[config.mk]
export PLATFORM = sky130hd
export DESIGN_NAME = alu_arbiter
export DESIGN_NICKNAME = d
export VERILOG_FILES = /design/src/rtl/alu_arbiter.sv
export SDC_FILE = /design/constraint.sdc
export NUM_CORES = 1
export LEC_CHECK = 0
export ABC_CLOCK_PERIOD_IN_PS = 3100
export BUFFER_PORTS_ARGS = -buffer_cell sky130_fd_sc_hd__clkbuf_2
export CORE_MARGIN = 10
export CORE_UTILIZATION = 40
export CTS_CLUSTER_DIAMETER = 120
export DETAILED_ROUTE_END_ITERATION = 10
export PLACE_DENSITY = 0.71
export SYNTH_ARGS = -nofsm -noshare
export SYNTH_HDL_FRONTEND = slang
export SYNTH_SLANG_ARGS = --single-unit
[constraint.sdc]
create_clock -name clk -period 3.1 [get_ports clk]
set_input_delay 0.155 -clock clk [delete_from_list [all_inputs] [get_ports clk]]
set_output_delay 0.155 -clock clk [all_outputs]
set_load 0.01 [all_outputs]
[src/rtl/alu_arbiter.sv]
// alu_arbiter: shares one ALU between execute (req0) and AGU (req1).
// Round-robin grant; define ALU_ARB_FIXED_PRIO_EN for fixed req0 priority.
//
// Ports:
//   clk, rst_n                  core clock, async active-low reset
//   reqN_valid/ready/a/b/op     requester N operation handshake (N=0,1)
//   alu_a, alu_b, alu_op        registered operands/opcode to the ALU
//   alu_c                       ALU result, valid ALU_LAT edges after launch
//   rsp_valid/ready/id/data     tagged response channel
//   busy                        FSM not in IDLE
module alu_arbiter #(
    parameter int ALU_LAT = 1,
    parameter int OP_W    = 4
) (
    input  logic            clk,
    input  logic            rst_n,
    input  logic            req0_valid,
    output logic            req0_ready,
    input  logic [31:0]     req0_a,
    input  logic [31:0]     req0_b,
    input  logic [OP_W-1:0] req0_op,
    input  logic            req1_valid,
    output logic            req1_ready,
    input  logic [31:0]     req1_a,
    input  logic [31:0]     req1_b,
    input  logic [OP_W-1:0] req1_op,
    output logic [31:0]     alu_a,
    output logic [31:0]     alu_b,
    output logic [OP_W-1:0] alu_op,
    input  logic [31:0]     alu_c,
    output logic            rsp_valid,
    input  logic            rsp_ready,
    output logic            rsp_id,
    output logic [31:0]     rsp_data,
    output logic            busy
);

    localparam int CNT_W = 3;
    localparam logic [CNT_W-1:0] CNT_LAST = CNT_W'(ALU_LAT - 1);

    typedef enum logic [1:0] {
        S_IDLE = 2'd0,
        S_WAIT = 2'd1,
        S_RESP = 2'd2
    } state_t;

    state_t            r_state;
    state_t            w_next;
    logic [CNT_W-1:0]  r_cnt;
    logic [31:0]       r_alu_a;
    logic [31:0]       r_alu_b;
    logic [OP_W-1:0]   r_alu_op;
    logic              r_rsp_valid;
    logic              r_rsp_id;
    logic [31:0]       r_rsp_data;
    logic              w_gnt1;
    logic              w_acc;
    logic              w_done;

`ifdef ALU_ARB_FIXED_PRIO_EN
    // req1 only wins when req0 is idle.
    assign w_gnt1 = ~req0_valid;
`else
    logic r_last;

    // On contention, grant the requester that did not win last time.
    assign w_gnt1 = req1_valid & (~req0_valid | ~r_last);

    always_ff @(posedge clk or negedge rst_n) begin
        if (!rst_n) begin
            r_last <= 1'b1;
        end else if (w_acc) begin
            r_last <= w_gnt1;
        end
    end
`endif

    assign w_acc  = req0_ready | req1_ready;
    assign w_done = (r_cnt == CNT_LAST);

    // State register
    always_ff @(posedge clk or negedge rst_n) begin
        if (!rst_n) begin
            r_state <= S_IDLE;
        end else begin
            r_state <= w_next;
        end
    end

    // Next-state logic
    always_comb begin
        w_next = r_state;
        unique case (r_state)
            S_IDLE: if (w_acc) w_next = S_WAIT;
            S_WAIT: if (w_done) w_next = S_RESP;
            S_RESP: if (rsp_ready) w_next = S_IDLE;
            default: w_next = S_IDLE;
        endcase
    end

    // Outputs decoded from state
    always_comb begin
        req0_ready = 1'b0;
        req1_ready = 1'b0;
        busy       = 1'b1;
        if (r_state == S_IDLE) begin
            req0_ready = req0_valid & ~w_gnt1;
            req1_ready = req1_valid & w_gnt1;
            busy       = 1'b0;
        end
    end

    // Datapath registers
    always_ff @(posedge clk or negedge rst_n) begin
        if (!rst_n) begin
            r_cnt       <= '0;
            r_alu_a     <= '0;
            r_alu_b     <= '0;
            r_alu_op    <= '0;
            r_rsp_valid <= 1'b0;
            r_rsp_id    <= 1'b0;
            r_rsp_data  <= '0;
        end else begin
            unique case (r_state)
                S_IDLE: begin
                    if (w_acc) begin
                        r_alu_a  <= w_gnt1 ? req1_a : req0_a;
                        r_alu_b  <= w_gnt1 ? req1_b : req0_b;
                        r_alu_op <= w_gnt1 ? req1_op : req0_op;
                        r_rsp_id <= w_gnt1;
                        r_cnt    <= '0;
                    end
                end
                S_WAIT: begin
                    if (w_done) begin
                        r_rsp_data  <= alu_c;
                        r_rsp_valid <= 1'b1;
                    end else begin
                        r_cnt <= r_cnt + CNT_W'(1);
                    end
                end
                S_RESP: begin
                    if (rsp_ready) begin
                        r_rsp_valid <= 1'b0;
                    end
                end
                default: begin
                    r_rsp_valid <= 1'b0;
                end
            endcase
        end
    end

    assign alu_a     = r_alu_a;
    assign alu_b     = r_alu_b;
    assign alu_op    = r_alu_op;
    assign rsp_valid = r_rsp_valid;
    assign rsp_id    = r_rsp_id;
    assign rsp_data  = r_rsp_data;

endmodule

# After elaboration in Yosys (flattened, before gate mapping)
# Cells that the tools add are included.
[word_totals] register_bits=108 inputBits=173 out_inout_bits=105 wordCells=49
[classes] addsub=1 eq_ne=6 muxes=16 bitwise_logic=9 reduce_logical=8
[ops] op="$mux 32" count=2
[ops] op="$reduce_and 3->1" count=3
[ops] op="$ne 2x2->1 const B" count=4
[ops] op="$mux 2" count=3
[ops] op="$mux 3" count=2
[ops] op="$pmux 2 s3" count=1
[ops] op="$pmux 3 s2" count=1
[ops] op="$mux 1" count=5
[ops] op="$mux 4" count=1
[ops] op="$not 1->1" count=4
[ops] op="$reduce_and 2->1" count=2
[ops] op="$add 3x1->3 const B" count=1
[ops] op="$and 1x1->1" count=3
[ops] op="$logic_not 3->1" count=1
[ops] op="$pmux 1 s3" count=1
[ops] op="$eq 2x1->1 const B" count=1
[ops] op="$eq 2x2->1 const B" count=1
[ops] op="$logic_not 2->1" count=1
[ops] op="$or 1x1->1" count=2
[ops] op="$reduce_bool 2->1" count=1

# Depth between registers and ports, before layout
# Gate-level depths: netlist of run 1.
[depth] word_depth=9 mapped_depth=7 depth_no_buf=5

# Worst setup path before layout of run 1
# No wires, ideal clock.
[synth_path] path_type="register -> register" from="reg r_last" to="reg r_alu_a[10] (netlist: alu_a[10])" setup_ps=125 arrival_time_ps=1470 required_ps=2975 path_slack_ps=1505 stages_incl_launch_ff=6 path_buffers=2 synth_period_minus_slack_ps=1595 path_cell_list="dfstp_2 > a21bo_1 > buf_4 > buf_6 > mux2_1 > mux2_2"
[synth_via] elab_chain_len=8 word_cells_on_any_way=11 classes_between="mux: 3; bitwise: 7; reduce/logical: 1"
[synth_lines] element="from (decl)" line="64" source="logic r_last;"
[synth_lines] element="from (signal assigned)" line="73" source="r_last <= w_gnt1;"
[synth_lines] element="$not 1->1 *" line="67" source="assign w_gnt1 = req1_valid & (~req0_valid | ~r_last);"
[synth_lines] element="$or 1x1->1 *" line="67"
[synth_lines] element="$and 1x1->1 *" line="67"
[synth_lines] element="$not 1->1" line="107" source="req0_ready = req0_valid & ~w_gnt1;"
[synth_lines] element="$and 1x1->1" line="107"
[synth_lines] element="$mux 1" line="106" source="if (r_state == S_IDLE) begin"
[synth_lines] element="$or 1x1->1" line="78" source="assign w_acc = req0_ready | req1_ready;"
[synth_lines] element="$reduce_and 2->1 (no source line)"
[synth_lines] element="to (signal assigned)" line="127" source="r_alu_a <= w_gnt1 ? req1_a : req0_a;"
[synth_lines] element="to (decl)" line="50" source="logic [31:0] r_alu_a;"
# Every way passes the cells marked *; elsewhere a longest branch is shown, timed or not.
# A chain may end at the register's enable or synchronous reset.

# Worst setup path in the final report of run 1
[layout_path] from="reg r_last" to="out req0_ready"
[layout_via] elab_chain_len=6
[layout_lines] element="$not 1->1" line="67"
[layout_lines] element="$or 1x1->1" line="67"
[layout_lines] element="$and 1x1->1" line="67"
[layout_lines] element="$not 1->1" line="107"
[layout_lines] element="$and 1x1->1" line="107"
[layout_lines] element="$mux 1" line="106"
[layout_lines] element="to (decl)" line="18" source="output logic req0_ready,"
# Every way passes these cells.

==> results_dict.tcl, run 1 <==
set metrics [dict create \
    status "completed" \
    final_nets 774 \
    cts_setup_buffers 0 \
    power_frac_comb_pct 43.7 \
    synthArstFlopShare_pct 100.0 \
    synth_most_common_cell "dfrtp_1" \
    drtIter0Drc 168 \
    crit_path_end_kind "output port" \
    synthTopCellsByArea "dfrtp_1, mux2_1, mux2_2" \
    leakagePower_nw 3.394 \
    relSlewSlack_pct 36.82 \
    grt.total_usage_pct 15.97 \
    synth_edf_count 0 \
    regArea_um2 2704 \
    io_buffers 277 \
    period_needed_ps 2115 \
    vias_per_cell 4.726 \
    synth_fp_nets 500 \
    p_clk_share_pct 17.8 \
    syn-cell-area_um2 4933 \
    grt_pass1_wl_mm 21.30 \
    dp.cells 755 \
    p_int_mw 4.248 \
    maxCapViolations 0 \
    arrival_ps 1960 \
    ant_nets 0 \
    setup_tns_ps 0 \
    grt_max_degree 58 \
    dr.pass1.iters 4 \
    multiInputGateArea_um2 2087 \
    setup-violations-final 0 \
    clock_skew_ps 5.997 \
    fp.dieArea_um2 17180 \
    dp_hpwl_mm 11.46 \
    cp_max_fo 43 \
    min_path_type "input port to flip-flop" \
    slew_violations 0 \
    fp.coreArea_um2 12060 \
    fmax_mhz 472.9 \
    cp_top_family "flip-flops" \
    synth_ff_type "dfrtp_1" \
    cp_slowest_cell "dfstp_2" \
    synth.avg_cell_area_um2 15.18 \
    finalWeightedCongestion 0.7623 \
    min-delay-start "alu_c[13]" \
    yosysTopAreaCell "dfrtp_1" \
    layout-drive-gt1-share_pct 61.19 \
    pwr-share-seq_pct 38.5 \
    r2r_start "r_last$_DFFE_PN1P_" \
    startpoint "r_last$_DFFE_PN1P_" \
    drc_errors 0 \
    wirelength_mm 14.12 \
    antenna_cells 0 \
    critical-path-max-stage-delay_ps 550 \
    finalHoldViolCount 0 \
    insertion_delay_ps 340 \
    critPathBufInv 2 \
    sw_frac_of_total_pct 34.82 \
    top_usage_layer "met2" \
    switchingPower_mw 2.269 \
    stdcell_area_um2 6780 \
    cp.required_ps 2940 \
    cts_sinks 108 \
    use_met2_pct 28.57 \
    grt_pass1_vias 4068 \
    synthTopCellsByCount "dfrtp_1, mux2_1, mux2_2, buf_2, buf_6" \
    start_kind "flip-flop" \
    crit_chain "a21bo_4, buf_12, and3_1, clkbuf_2" \
    finalCritPeriodShare_pct 68.22 \
    clock_path_buffers 2 \
    clock-root-buffer "clkbuf_16" \
    globalRouteMet3Util_pct 7.924 \
    placed_cell_area_um2 6469 \
    die_h_um 131.1 \
    yosys_register_bits 108 \
    die_w_um 131.1 \
    path_clk_slew_ps 70 \
    cts_tree "yes" \
    use_met1_pct 15.65 \
    rsz0062_at_grt "false" \
    synth.top_cell.area_share_pct 54.27 \
    synth_seq_area_share_pct 54.81 \
    instances_no_fill 771 \
    grt_antenna_before_repair 0 \
    ios 278 \
    ys_warn_count 0 \
    area_delta_synth_final_pct 37.43 \
    fill_cells 1003 \
    syn_inst 325 \
    wl_per_cell_um 18.32 \
    htree_levels 3 \
    ir_drop_v 0.0005396 \
    ys_types 26 \
    vias 3644 \
    cts_inserted_buffers 9 \
    overflow 0 \
    worst_slew_pin_slew_ps 944.2 \
    start_util_pct 40.90 \
    p_per_area_nw_per_um2 961.3 \
    worstSetupPathType "flip-flop to output port" \
    row_count 40 \
]
routing by layer:
layer  wire length [µm]  share of wire [%]
met5                  0                  0
met4                218                1.5
met3               1825                 13
met2               7131                 50
met1               4946                 35
area by class of cell:
class / count / share of cell area (%)
sequential: 108 / 39.88
multi-input combinational: 195 / 30.78
timing repair buffer: 282 / 21.63
clock buffer: 11 / 3.728
tap: 168 / 3.100
clock inverter: 4 / 0.7197
inverter: 3 / 0.1661
power by group through the flow:
stage	combinational [mW]	clock, mW	sequential (mW)
CTS	2.94	1.21	2.52
detailed placement	2.93	0	2.54
floorplan	1.41	0	2.82
finish	2.85	1.16	2.51
global placement	2.86	0	2.49
global route	3.13	1.26	2.61
cell families (layout without fill, tap and decap cells):
kind of cell	Yosys count	after routing	synth area share (%)
fa+ha+maj	2	2	0.5071
compound gates	12	12	1.648
buf+inv	22	300	3.297
simple gates	13	13	1.395
mux	168	168	38.35
flops	108	108	54.81
placed cells by master (no fill, tap or decap), drive strengths merged, types with 2 or more instances in the layout:
cell type | netlist | routed
inv | 3 | 3
ha | 2 | 2
nor2 | 4 | 4
clkbuf | 0 | 287
o21ai | 4 | 4
nand3 | 2 | 2
dfrtp | 107 | 107
clkinv | 0 | 3
mux2 | 168 | 168
buf | 19 | 5
a21o | 3 | 3
nor2b | 2 | 2
state kept, by name (all words and copies together) (netlist names):
name,count
r_cnt,3
alu_b,32
r_last,1
rsp_data,32
rsp_id,1
r_state,2
alu_a,32
alu_op,4
rsp_valid,1
through the flow:
stage	setup WS, ps	total power, mW	hold slack (ps)	utilization (%)
6_report	985.2	6.518	20.98	56.21
5_1_grt	842.3	7.001	4.013	56.21
4_1_cts	933.5	6.664	4.695	56.21
3_5_place_dp	1062	5.468	241.2	53.63
3_3_place_gp	1109	5.345	233.9	53.63
2_1_floorplan	1505	4.227	-140.6	-
final timing paths:
kind	slack [ps]	cells after the start	endpoint
setup / recovery	990	4	req0_ready
hold / removal	20	2	rsp_data[13]$_DFFE_PN0P_
setup reg to reg	1080	4	alu_b[10]$_DFFE_PN0P_
hold reg to reg	480	1	rsp_id$_DFFE_PN0P_
max in group asynchronous	1900	3	r_last$_DFFE_PN1P_
min in group asynchronous	400	2	alu_b[5]$_DFFE_PN0P_
what timing repair did:
action                    in CTS  in global routing
hold endpoints to repair      51                  0
hold buffers                   1                  0
resized for setup              0                  0
(Power assumes the default switching activity.)
==> inputs of run 2 (changes only) <==
--- a/config.mk
+++ b/config.mk
@@ -5,7 +5,7 @@
 export SDC_FILE = /design/constraint.sdc
 export NUM_CORES = 1
 export LEC_CHECK = 0
-export ABC_CLOCK_PERIOD_IN_PS = 3100
+export ABC_CLOCK_PERIOD_IN_PS = 2200
 export BUFFER_PORTS_ARGS = -buffer_cell sky130_fd_sc_hd__clkbuf_2
 export CORE_MARGIN = 10
 export CORE_UTILIZATION = 40
==> constraint.sdc (replaced) <==
create_clock -name clk -period 2.2 [get_ports clk]
set_input_delay 0.11 -clock clk [delete_from_list [all_inputs] [get_ports clk]]
set_output_delay 0.11 -clock clk [all_outputs]
set_load 0.01 [all_outputs]
==> run 2 against run 1 <==
  * Critical path depth did not move
  * Utilization rose by 3.0 points
  * Sequential cell count did not move
  * Clock skew barely moved
  * Count of clock-buffer cells in the layout fell by 2
  * Highest routed layer unchanged
  * Clock power rose by 41%
  * Die area did not move
  * Cell count rose by 4.8%
  * Combinational power rose by 44%
  * Sequential share of layout area fell by 2.0 points
  * Sequential power rose by 41%
  * Non-clock buffer count rose by 36
==> results_dict.tcl, run 2 (synthesis results as in run 1) <==
set metrics [dict create \
    status "completed" \
    wirelength_mm 14.44 \
    vias_per_cell 4.647 \
    cp.required_ps 2090 \
    worst_slew_pin_slew_ps 651.3 \
    overflow 0 \
    timing.final.ws_setup_ps 406.8 \
    dr_wl_met2_mm 7.205 \
    setup-violations-final 0 \
    wl_per_cell_um 17.87 \
    grt_pass1_wl_mm 21.91 \
    crit_path_end_kind "output port" \
    fp.dieArea_um2 17180 \
    slew_violations 0 \
    relSlewSlack_pct 56.58 \
    arrival_ps 1680 \
    cts_sinks 108 \
    mostFrequentLayoutCell "clkbuf_2" \
    hold-worst-slack_ps 60.24 \
    drtIter0Drc 107 \
    ant_nets 0 \
    setup_tns_ps 0 \
    path_clk_slew_ps 70 \
    start_kind "flip-flop" \
    p_int_mw 6.010 \
    clock_path_buffers 2 \
    io_buffers 277 \
    insertion_delay_ps 340 \
    die_h_um 131.1 \
    layout-drive-gt1-share_pct 58.44 \
    cts_tree "yes" \
    clock_skew_ps 6.256 \
    worstSetupPathType "flip-flop to output port" \
    ios 278 \
    wl_met1_mm 5.180 \
    cts_inserted_buffers 9 \
    rsz0062_at_grt "false" \
    p_clk_share_pct 17.6 \
    post-place-ws_ps 412.7 \
    min_path_type "input port to flip-flop" \
    antenna_cells 0 \
    area_delta_synth_final_pct 44.74 \
    dr.pass1.iters 4 \
    fmax_mhz 557.7 \
    clock-root-buffer "clkbuf_16" \
    grt_pass1_vias 4195 \
    cp_max_fo 29 \
    switchingPower_mw 3.246 \
    dp_hpwl_mm 11.46 \
    leakagePower_nw 3.547 \
    htree_levels 3 \
    sw_frac_of_total_pct 35.07 \
    vias 3755 \
    finalCritPeriodShare_pct 81.51 \
    final_nets 810 \
    row_count 40 \
    ir_drop_v 0.0007415 \
    period_needed_ps 1793 \
    fp.coreArea_um2 12060 \
    maxCapViolations 0 \
    finalHoldViolCount 0 \
    fin_util_pct 59.20 \
    start_util_pct 40.90 \
    p_per_area_nw_per_um2 1296 \
    top_layer "met4" \
    layout_common_cells "clkbuf_2, dfrtp_1, mux2_1" \
    pwr-share-seq_pct 38.1 \
    grt.total_usage_pct 16.40 \
    die_w_um 131.1 \
    grt_antenna_before_repair 0 \
    power_frac_comb_pct 44.3 \
    finalWeightedCongestion 0.7365 \
    grt_max_degree 51 \
    drc_errors 0 \
    route.met3.wl_mm 1.869 \
]
[run 2: critical path, cell delays in order (launching register included)]
cell and delay, ps:
dfstp_2 550, a21bo_4 240, buf_12 220, and3_1 180, clkbuf_2 140
[run 2: cell type report]
class / instances / area (µm²)
Clock buffer: 9 / 225.2
Clock inverter: 7 / 73.82
Fill cell: 984 / 4921
Inverter: 3 / 11.26
Multi-Input combinational cell: 195 / 2087
Sequential cell: 108 / 2704
Tap cell: 168 / 210.2
Timing Repair Buffer: 318 / 1829
[run 2: repair_timing]
| item | 4_1_cts | 5_1_grt |
|---|---|---|
| hold buffers | 33 | 0 |
| buffers inserted | 0 | 0 |
| endpoints found under the hold margin | 80 | 0 |
| resized for setup | 0 | 0 |
[run 2: through the flow]
step	total power, mW	area [µm²]	std cells
2_1_floorplan	5.957	4933	325
3_3_place_gp	7.558	6511	759
3_5_place_dp	7.725	6511	759
4_1_cts	9.415	7141	808
5_1_grt	9.902	7141	808
6_report	9.256	7141	808
[run 2: power groups by stage]
stage / clock [mW] / sequential [mW] / combinational (mW)
after floorplan: 0 / 3.98 / 1.98
after global placement: 0 / 3.50 / 4.06
after detailed placement: 0 / 3.57 / 4.15
after CTS: 1.67 / 3.54 / 4.20
after global routing: 1.74 / 3.67 / 4.50
final: 1.63 / 3.53 / 4.10
[run 2: path summary, 6_finish.rpt]
kind	to	cells after the start	startpoint	slack, ps
setup / recovery	req0_ready	4	r_last$_DFFE_PN1P_	410
hold / removal	r_last$_DFFE_PN1P_	2	req0_valid	60
setup reg to reg	rsp_data[8]$_DFFE_PN0P_	6	r_cnt[0]$_DFFE_PN0P_	430
hold reg to reg	rsp_valid$_DFFE_PN0P_	1	rsp_valid$_DFFE_PN0P_	480
max in group asynchronous	r_last$_DFFE_PN1P_	3	rst_n	1120
min in group asynchronous	alu_b[2]$_DFFE_PN0P_	2	rst_n	340
[run 2: per-layer routing]
metal / vias to the layer above / track usage, %
met3: 14 / 7.442
met1: 1785 / 16.97
met4: 0 / 5.886
met5: - / 0
met2: 178 / 28.72
li1: 1778 / -
==> inputs of run 3 (changes only) <==
--- a/config.mk
+++ b/config.mk
@@ -5,13 +5,13 @@
 export SDC_FILE = /design/constraint.sdc
 export NUM_CORES = 1
 export LEC_CHECK = 0
-export ABC_CLOCK_PERIOD_IN_PS = 2200
+export ABC_CLOCK_PERIOD_IN_PS = 1600
 export BUFFER_PORTS_ARGS = -buffer_cell sky130_fd_sc_hd__clkbuf_2
 export CORE_MARGIN = 10
 export CORE_UTILIZATION = 40
 export CTS_CLUSTER_DIAMETER = 120
 export DETAILED_ROUTE_END_ITERATION = 10
-export PLACE_DENSITY = 0.71
+export PLACE_DENSITY = 0.73
 export SYNTH_ARGS = -nofsm -noshare
 export SYNTH_HDL_FRONTEND = slang
 export SYNTH_SLANG_ARGS = --single-unit
==> constraint.sdc (replaced) <==
create_clock -name clk -period 1.6 [get_ports clk]
set_input_delay 0.08 -clock clk [delete_from_list [all_inputs] [get_ports clk]]
set_output_delay 0.08 -clock clk [all_outputs]
set_load 0.01 [all_outputs]
==> run 3 against run 2 <==
  * The flow now finishes with violations (negative setup slack)
  * Hold slack worse by 3.7 ps
  * Cell count up 1.5%
  * Register-to-register slack got worse by 510 ps
  * Global-route usage grew 0.41 points
  * Power grew 48%
  * Setup slack got worse by 490 ps
  * Critical path depth unchanged
  * Sequential share of layout area is 1.4 points lower
  * Sequential power up 39%
==> results_dict.tcl, run 3 (synthesis results as in run 1) <==
set metrics [dict create \
    status "finished with violations" \
    violations "negative setup slack" \
    wirelength_mm 15.11 \
    ir_drop_v 0.001379 \
    top_layer "met4" \
    overflow 0 \
    cp_max_fo 38 \
    start_kind "flip-flop" \
    p_per_area_nw_per_um2 1844 \
    whs_path_depth 3 \
    cts_inserted_buffers 9 \
    final_nets 822 \
    totalPowerFinal_mw 13.68 \
    arrival_ps 1900 \
    drtIter0Drc 99 \
    clock_path_buffers 2 \
    clock_skew_ps 7.965 \
    timing.final.ws_setup_ps -78.39 \
    worstSetupPathType "flip-flop to flip-flop" \
    worst_slew_pin_slew_ps 364.7 \
    dr.pass1.iters 4 \
    fmax_mhz 595.8 \
    setup-violations-final 69 \
    mostFrequentLayoutCell "clkbuf_2" \
    fp.dieArea_um2 17180 \
    insertion_delay_ps 340 \
    wl_per_cell_um 18.42 \
    finalWeightedCongestion 0.7796 \
    cts_sinks 108 \
    drc_errors 0 \
    path_clk_slew_ps 70 \
    wl_met1_mm 5.375 \
    layout_common_cells "clkbuf_2, dfrtp_1, mux2_1" \
    grt_pass1_wl_mm 22.66 \
    slew_violations 0 \
    critical-path-max-stage-delay_ps 540 \
    vias 3894 \
    fp.coreArea_um2 12060 \
    crit_path_end_kind "flip-flop" \
    antenna_cells 0 \
    grt_pass1_vias 4383 \
    dr_wl_met2_mm 7.584 \
    grt_antenna_before_repair 0 \
    period_needed_ps 1678 \
    area_delta_synth_final_pct 50.42 \
    die_h_um 131.1 \
    dp_hpwl_mm 11.24 \
    r2r_end "alu_a[25]$_DFFE_PN0P_" \
    min-delay-start "req0_valid" \
    cp_slowest_cell "dfstp_2" \
    htree_levels 3 \
    min_path_type "input port to flip-flop" \
    placed_cell_area_um2 6586 \
    row_count 40 \
    whs_endpoint "r_last$_DFFE_PN1P_" \
    crit_chain "a21bo_4, buf_12, mux2_1, mux2_2" \
    rr_worst_depth 4 \
    vias_per_cell 4.749 \
    cp.required_ps 1820 \
    stdcell_area_um2 7421 \
    r2r_slack_ps -80 \
    die_w_um 131.1 \
    grt_max_degree 45 \
    route.met3.wl_mm 1.905 \
    leakagePower_nw 3.715 \
    ant_nets 0 \
    finalCritPeriodShare_pct 104.9 \
    cts_tree "yes" \
    r2r_start "r_last$_DFFE_PN1P_" \
    io_buffers 277 \
    clock-root-buffer "clkbuf_16" \
    rsz0062_at_grt "true" \
    maxCapViolations 0 \
    grt.total_usage_pct 16.81 \
    ios 278 \
    finalHoldViolCount 0 \
    start_util_pct 40.90 \
    relSlewSlack_pct 75.68 \
    layout-drive-gt1-share_pct 63.19 \
]
==> run 3: how the worst max path moves through the flow <==
stage                       startpoint                     to  slack (ps)  cells past startpoint
floorplan           r_last$_DFFE_PN1P_  alu_a[10]$_DFFE_PN0P_           5                      5
global placement    r_last$_DFFE_PN1P_   alu_b[2]$_DFFE_PN0P_         -70                      4
detailed placement  r_last$_DFFE_PN1P_  alu_a[25]$_DFFE_PN0P_         -90                      4
CTS                 r_last$_DFFE_PN1P_  alu_a[25]$_DFFE_PN0P_        -100                      4
global route        r_last$_DFFE_PN1P_             req0_ready        -150                      4
finish              r_last$_DFFE_PN1P_  alu_a[25]$_DFFE_PN0P_         -80                      4
==> run 3: what timing repair did <==
item	CTS	global route
cloned	1	1
pin swaps	0	1
resized for setup	9	27
hold endpoints to repair	55	0
setup buffers	4	2
hold buffers	33	0
endpoints found under the setup margin	101	102
==> run 3: through the flow <==
stage	util (%)	TNS, ps	instances	worst slack, ps	hold WS (ps)
after CTS	60.65	-3954	818	-98.42	45.74
after floorplan	-	0	325	5.158	-215.6
after global routing	61.52	-6760	820	-145.9	65.53
after detailed placement	54.61	-5014	764	-91.54	19.95
final	61.52	-3173	820	-78.39	56.57
after global placement	54.61	-2065	764	-65.32	16.59
==> run 3: critical path: cells and delay by family (launching register included) <==
| family | cells | cell delay, ps |
|---|---|---|
| compound gates | 1 | 160 |
| buf+inv | 1 | 220 |
| flops | 1 | 540 |
| mux | 2 | 610 |
==> run 3: final cells by class <==
type / instances / area [µm²]
fill: 915 / 4641
timing repair buffer: 330 / 2007
clock inverter: 3 / 40.04
sequential: 108 / 2706
clock buffer: 13 / 240.2
multi-input combinational: 195 / 2206
tap: 168 / 210.2
inverter: 3 / 11.26
==> run 3: where the power goes <==
group	switching [mW]	internal, mW
sequential	0.745	4.15
combinational	2.98	3.65
clock	0.937	1.21
total	4.67	9.02
==> run 3: per-layer routing <==
metal	vias to the layer above	global-route usage, %
met1	1886	17.42
met4	0	5.232
met5	-	0
li1	1809	-
met3	19	7.522
met2	180	29.85
